`config.mk`:
```
export PLATFORM = sky130hd
export DESIGN_NAME = datapath_ctrl
export DESIGN_NICKNAME = d
export VERILOG_FILES = /design/src/rtl/datapath_pkg.sv /design/src/rtl/enter_sync.sv /design/src/rtl/datapath_ctrl.sv
export SDC_FILE = /design/constraint.sdc
export NUM_CORES = 1
export LEC_CHECK = 0
export BUFFER_PORTS_ARGS = -buffer_cell sky130_fd_sc_hd__buf_2
export CAP_MARGIN = 20
export CORE_AREA = 2 2 39 41
export DETAILED_ROUTE_END_ITERATION = 8
export DIE_AREA = 0 0 41 43
export PLACE_DENSITY = 0.75
export SETUP_SLACK_MARGIN = 0.4
export SYNTH_ARGS = -nofsm -noshare
export SYNTH_HDL_FRONTEND = slang
export SYNTH_SLANG_ARGS = --single-unit
```
`constraint.sdc`:
```
create_clock -name Clock -period 1.8 [get_ports Clock]
set_clock_uncertainty 0.1 [all_clocks]
set_input_delay 0.54 -clock Clock [delete_from_list [all_inputs] [get_ports Clock]]
set_output_delay 0.54 -clock Clock [all_outputs]
set_load 0.02 [all_outputs]
```
`src/rtl/datapath_pkg.sv`:
```
// Shared encodings for the 8-bit datapath control unit.
// Covers opcodes, A-mux selects and FSM state codes.
package datapath_pkg;

  localparam logic [2:0] OP_LOAD  = 3'b000;
  localparam logic [2:0] OP_STORE = 3'b001;
  localparam logic [2:0] OP_ADD   = 3'b010;
  localparam logic [2:0] OP_SUB   = 3'b011;
  localparam logic [2:0] OP_IN    = 3'b100;
  localparam logic [2:0] OP_JZ    = 3'b101;
  localparam logic [2:0] OP_JPOS  = 3'b110;
  localparam logic [2:0] OP_HALT  = 3'b111;

  localparam logic [1:0] ASEL_ALU = 2'b00;
  localparam logic [1:0] ASEL_IN  = 2'b01;
  localparam logic [1:0] ASEL_MEM = 2'b10;

  typedef enum logic [3:0] {
    StStart  = 4'd0,
    StFetch  = 4'd1,
    StDecode = 4'd2,
    StLoad   = 4'd3,
    StStore  = 4'd4,
    StAdd    = 4'd5,
    StSub    = 4'd6,
    StInWait = 4'd7,
    StInRel  = 4'd8,
    StJz     = 4'd9,
    StJpos   = 4'd10,
    StHalt   = 4'd11
  } state_e;

endpackage

```
`src/rtl/enter_sync.sv`:
```
// Two-flop synchronizer for the asynchronous Enter key.
module enter_sync (
  input  logic clk_i,
  input  logic rst_ni,
  input  logic d_i,
  output logic q_o
);

  logic [1:0] sync_q;

  always_ff @(posedge clk_i or negedge rst_ni) begin
    if (!rst_ni) begin
      sync_q <= 2'b00;
    end else begin
      sync_q <= {sync_q[0], d_i};
    end
  end

  assign q_o = sync_q[1];

endmodule

```
`src/rtl/datapath_ctrl.sv`:
```
// Fetch/decode/execute control FSM for the 8-bit datapath, with an Enter-key
// handshake for IN and a sticky Halt state.
module datapath_ctrl
  import datapath_pkg::*;
#(
  parameter int unsigned SYNC_ENTER = 1,
  parameter int unsigned OP_W       = 3
) (
  input  logic            Clock,
  input  logic            Reset,
  input  logic [OP_W-1:0] IR,
  input  logic            Aeq0,
  input  logic            Apos,
  input  logic            Enter,
  output logic            PCload,
  output logic            JMPmux,
  output logic            IRload,
  output logic            Meminst,
  output logic            MemWr,
  output logic            Aload,
  output logic            Sub,
  output logic [1:0]      Asel,
  output logic            Halt,
  output logic [3:0]      State
);

  state_e state_q, state_d;
  logic   enter_s;

  if (SYNC_ENTER == 1) begin : g_sync
    enter_sync u_enter_sync (
      .clk_i  (Clock),
      .rst_ni (Reset),
      .d_i    (Enter),
      .q_o    (enter_s)
    );
  end else begin : g_nosync
    assign enter_s = Enter;
  end

  always_ff @(posedge Clock or negedge Reset) begin
    if (!Reset) begin
      state_q <= StStart;
    end else begin
      state_q <= state_d;
    end
  end

  // Outputs are Moore except PCload in the jump states and Aload in IN_WAIT.
  always_comb begin
    state_d = state_q;
    PCload  = 1'b0;
    JMPmux  = 1'b0;
    IRload  = 1'b0;
    Meminst = 1'b0;
    MemWr   = 1'b0;
    Aload   = 1'b0;
    Sub     = 1'b0;
    Asel    = ASEL_ALU;
    Halt    = 1'b0;
    case (state_q)
      StStart: state_d = StFetch;
      StFetch: begin
        Meminst = 1'b1;
        IRload  = 1'b1;
        PCload  = 1'b1;
        state_d = StDecode;
      end
      StDecode: begin
        case (IR)
          OP_LOAD:  state_d = StLoad;
          OP_STORE: state_d = StStore;
          OP_ADD:   state_d = StAdd;
          OP_SUB:   state_d = StSub;
          OP_IN:    state_d = StInWait;
          OP_JZ:    state_d = StJz;
          OP_JPOS:  state_d = StJpos;
          OP_HALT:  state_d = StHalt;
          default:  state_d = StStart;
        endcase
      end
      StLoad: begin
        Asel    = ASEL_MEM;
        Aload   = 1'b1;
        state_d = StFetch;
      end
      StStore: begin
        MemWr   = 1'b1;
        state_d = StFetch;
      end
      StAdd: begin
        Aload   = 1'b1;
        state_d = StFetch;
      end
      StSub: begin
        Sub     = 1'b1;
        Aload   = 1'b1;
        state_d = StFetch;
      end
      StInWait: begin
        Asel = ASEL_IN;
        if (enter_s) begin
          Aload   = 1'b1;
          state_d = StInRel;
        end
      end
      // Hold here until the key is released so one press loads A only once.
      StInRel: begin
        if (!enter_s) state_d = StFetch;
      end
      StJz: begin
        JMPmux  = 1'b1;
        PCload  = Aeq0;
        state_d = StFetch;
      end
      StJpos: begin
        JMPmux  = 1'b1;
        PCload  = Apos;
        state_d = StFetch;
      end
      StHalt: begin
        Halt    = 1'b1;
        state_d = StHalt;
      end
      default: state_d = StStart;
    endcase
  end

  assign State = state_q;

endmodule

```
==> reports/metrics.csv <==
metric,value,unit
power.leakage,0.4495,nW
holdWs,-2.355,ps
synth_edf_count,0,
finalPower,1.771,mW
die_w,41,µm
worst_pin_slew,373.8,ps
path_cells,and2b_4 > nand3_2 > a21oi_4 > buf_6,
outcome,"finished, violations left",
cpPeakStageDelay,470,ps
syn_area,533.0,µm²
die_h,43,µm
met1_usage,0.2700,
cp_max_fo,8,
clk_latency,250,ps
worstPathArrival,1350,ps
end_kind,output pin,
cts_buffer_depth,2,
synth-seq-cells,6,
async_reset_ff_frac,1.000,
grtUsageMet3,0.06283,
clk_pin_slew_worst_paths,50,ps
antenna_found_initial,0,
fmax,501.9,MHz
min_path_type,in -> async,
cp-endpoint,PCload,
coreArea,1384,µm²
hold_buffers,0,
port_buffers,21,
ant_nets,0,
yosysUniqueCellTypes,31,
syn2layout_area_growth,92.96,%
drv_cap,0,
final_util,0.7432,
nets,109,
hpwlAfterDp,1107,µm
wl_per_cell,14.49,µm
seq_area_frac_synth,0.2817,
grt_max_degree,10,
rsz0062_at_grt,yes,
ios,22,
routed_wl,1623,µm
worst-setup-path-type,reg -> out,
synth_fp_nets,71,
slowest_stage,dfrtp_2,
grt_util_met2,0.3219,
setup_slack,-192.5,ps
cts_sinks,6,
track_usage,0.2162,
grt_overflow_total,0,
die-area,1763,µm²
drc_errors,0,
ys_warn_count,0,
cts_tree,done,
cellPowerDensity,1722,nW/µm²
cp.required,1160,ps
finalSetupViolCount,10,
finalHoldViolCount,3,
drt_iter0_markers,10,
synthCells,59,
grt_first_pass_wirelength,2539,µm
place_ws,-0.03675,ps
finalCritPeriodShare,1.107,
vias_per_cell,5.286,
rr_startpoint,State[2],
cts_made_buffers,3,
violations,"negative hold slack, negative setup slack",
gr-max-usage-layer,met2,
worst_setup_path_start_kind,flop,
n_antenna_cell,0,
worstRegToRegCells,6,
drv_slew,0,
htreeDepth,1,
slew_headroom,0.7499,
synth_ff_type,dfrtp_1,
ir_drop,0.0009179,V
syn_avg_cell_area,9.034,µm²
worstReg2RegEnd,State[3],
num_vias,592,
drive_above_1_share,0.7604,
firstDrtPassIters,4,
grt_pass1_vias,587,
routabilityCongestion,0.8393,
rows,14,
start_util,0.3852,
root_buffer,clkbuf_4,
crit_start,State[0],
r2r_slack,360,ps
min_period,1992,ps
[cell usage after synthesis (all sizes together) (2+ instances only)]
library cell	n	share of area
o21ai	3	0.028
mux2i	2	0.038
inv	3	0.021
nor4	2	0.023
nand2b	3	0.040
nor3	4	0.056
nand2	3	0.021
buf	5	0.092
nor2	5	0.035
a21oi	4	0.038
ha	4	0.094
dfrtp	6	0.28
[flip-flops by register name, summed over array words and instances (netlist names)]
name / count
g_sync.u_enter_sync.sync_q: 2
State: 4
[layer usage]
layer	up-vias	wire length [µm]	share of wire
li1	287	-	-
met2	21	854	0.53
met3	6	79	0.049
met5	-	0	0
met4	0	55	0.034
met1	278	634	0.39
[cell usage in the layout (no fill, tap or decap), types with 2 or more instances in the layout]
cell type,n
nor4_4,2
inv_4,3
dfrtp_2,4
nor2_1,3
nor3_2,2
buf_4,17
dfrtp_1,2
a21oi_2,2
nand2b_4,2
nor3_4,2
o21ai_1,3
buf_2,9
buf_6,11
nand2_4,2
clkbuf_4,3
nor2_4,2
ha_1,3
[final cells by class]
cell class | count | area, µm²
fillers | 106 | 355.3
well taps | 16 | 20.02
multi-input cells | 45 | 496.7
flip-flops and latches | 6 | 155.1
repair buffers | 38 | 311.5
inverters | 3 | 18.77
clock buffers | 4 | 26.28
[how the worst min path moves through the flow]
stage                                        from                       endpoint  slack [ps]  depth (start not counted)
floorplan                                   Reset                       State[0]         140                          0
global placement    g_sync.u_enter_sync.sync_q[0]  g_sync.u_enter_sync.sync_q[1]         230                          0
detailed placement  g_sync.u_enter_sync.sync_q[0]  g_sync.u_enter_sync.sync_q[1]         240                          0
CTS                                         Reset                       State[3]           8                          1
global route                                Reset                       State[2]           3                          1
finish                                      Reset                       State[3]          -2                          1
[report_power, final]
part           total, mW  internal (mW)  leakage [nW]  switching (mW)
Clock              0.140         0.0844        0.0150          0.0553
Combinational       1.35          0.687         0.366           0.663
Sequential         0.281          0.183        0.0685          0.0990
Total               1.77          0.954         0.449           0.817
[stage by stage]
stage / TNS [ps] / cells / area [µm²]
2_1_floorplan: -126.5 / 59 / 653.1
4_1_cts: -1037 / 112 / 965.9
6_report: -1143 / 112 / 1028
3_3_place_gp: 0 / 101 / 797.0
3_5_place_dp: -0.03675 / 101 / 797.0
5_1_grt: -1636 / 112 / 1028
[logic make-up (layout without fill, tap and decap cells)]
logic type	after synthesis	after routing	synth area share
flops	6	6	0.2817
fa+ha+maj	4	4	0.09390
buf+inv	8	45	0.1127
compound gates	14	14	0.1831
simple gates	25	25	0.2911
mux	2	2	0.03756
[critical path: cells and delay by family, from the launching register on]
family,cells,cell delay (ps)
AOI/OAI and AO/OA,1,130
DFF,1,470
buffers and inverters,1,120
and+or+nand+nor,2,370
[repair_timing]
action,in CTS,in global routing
pin swaps,5,4
hold endpoints to repair,0,0
gates resized for setup,25,16
setup endpoints to repair,16,18
setup buffers,7,0
Power figures use the tool's default switching activity.
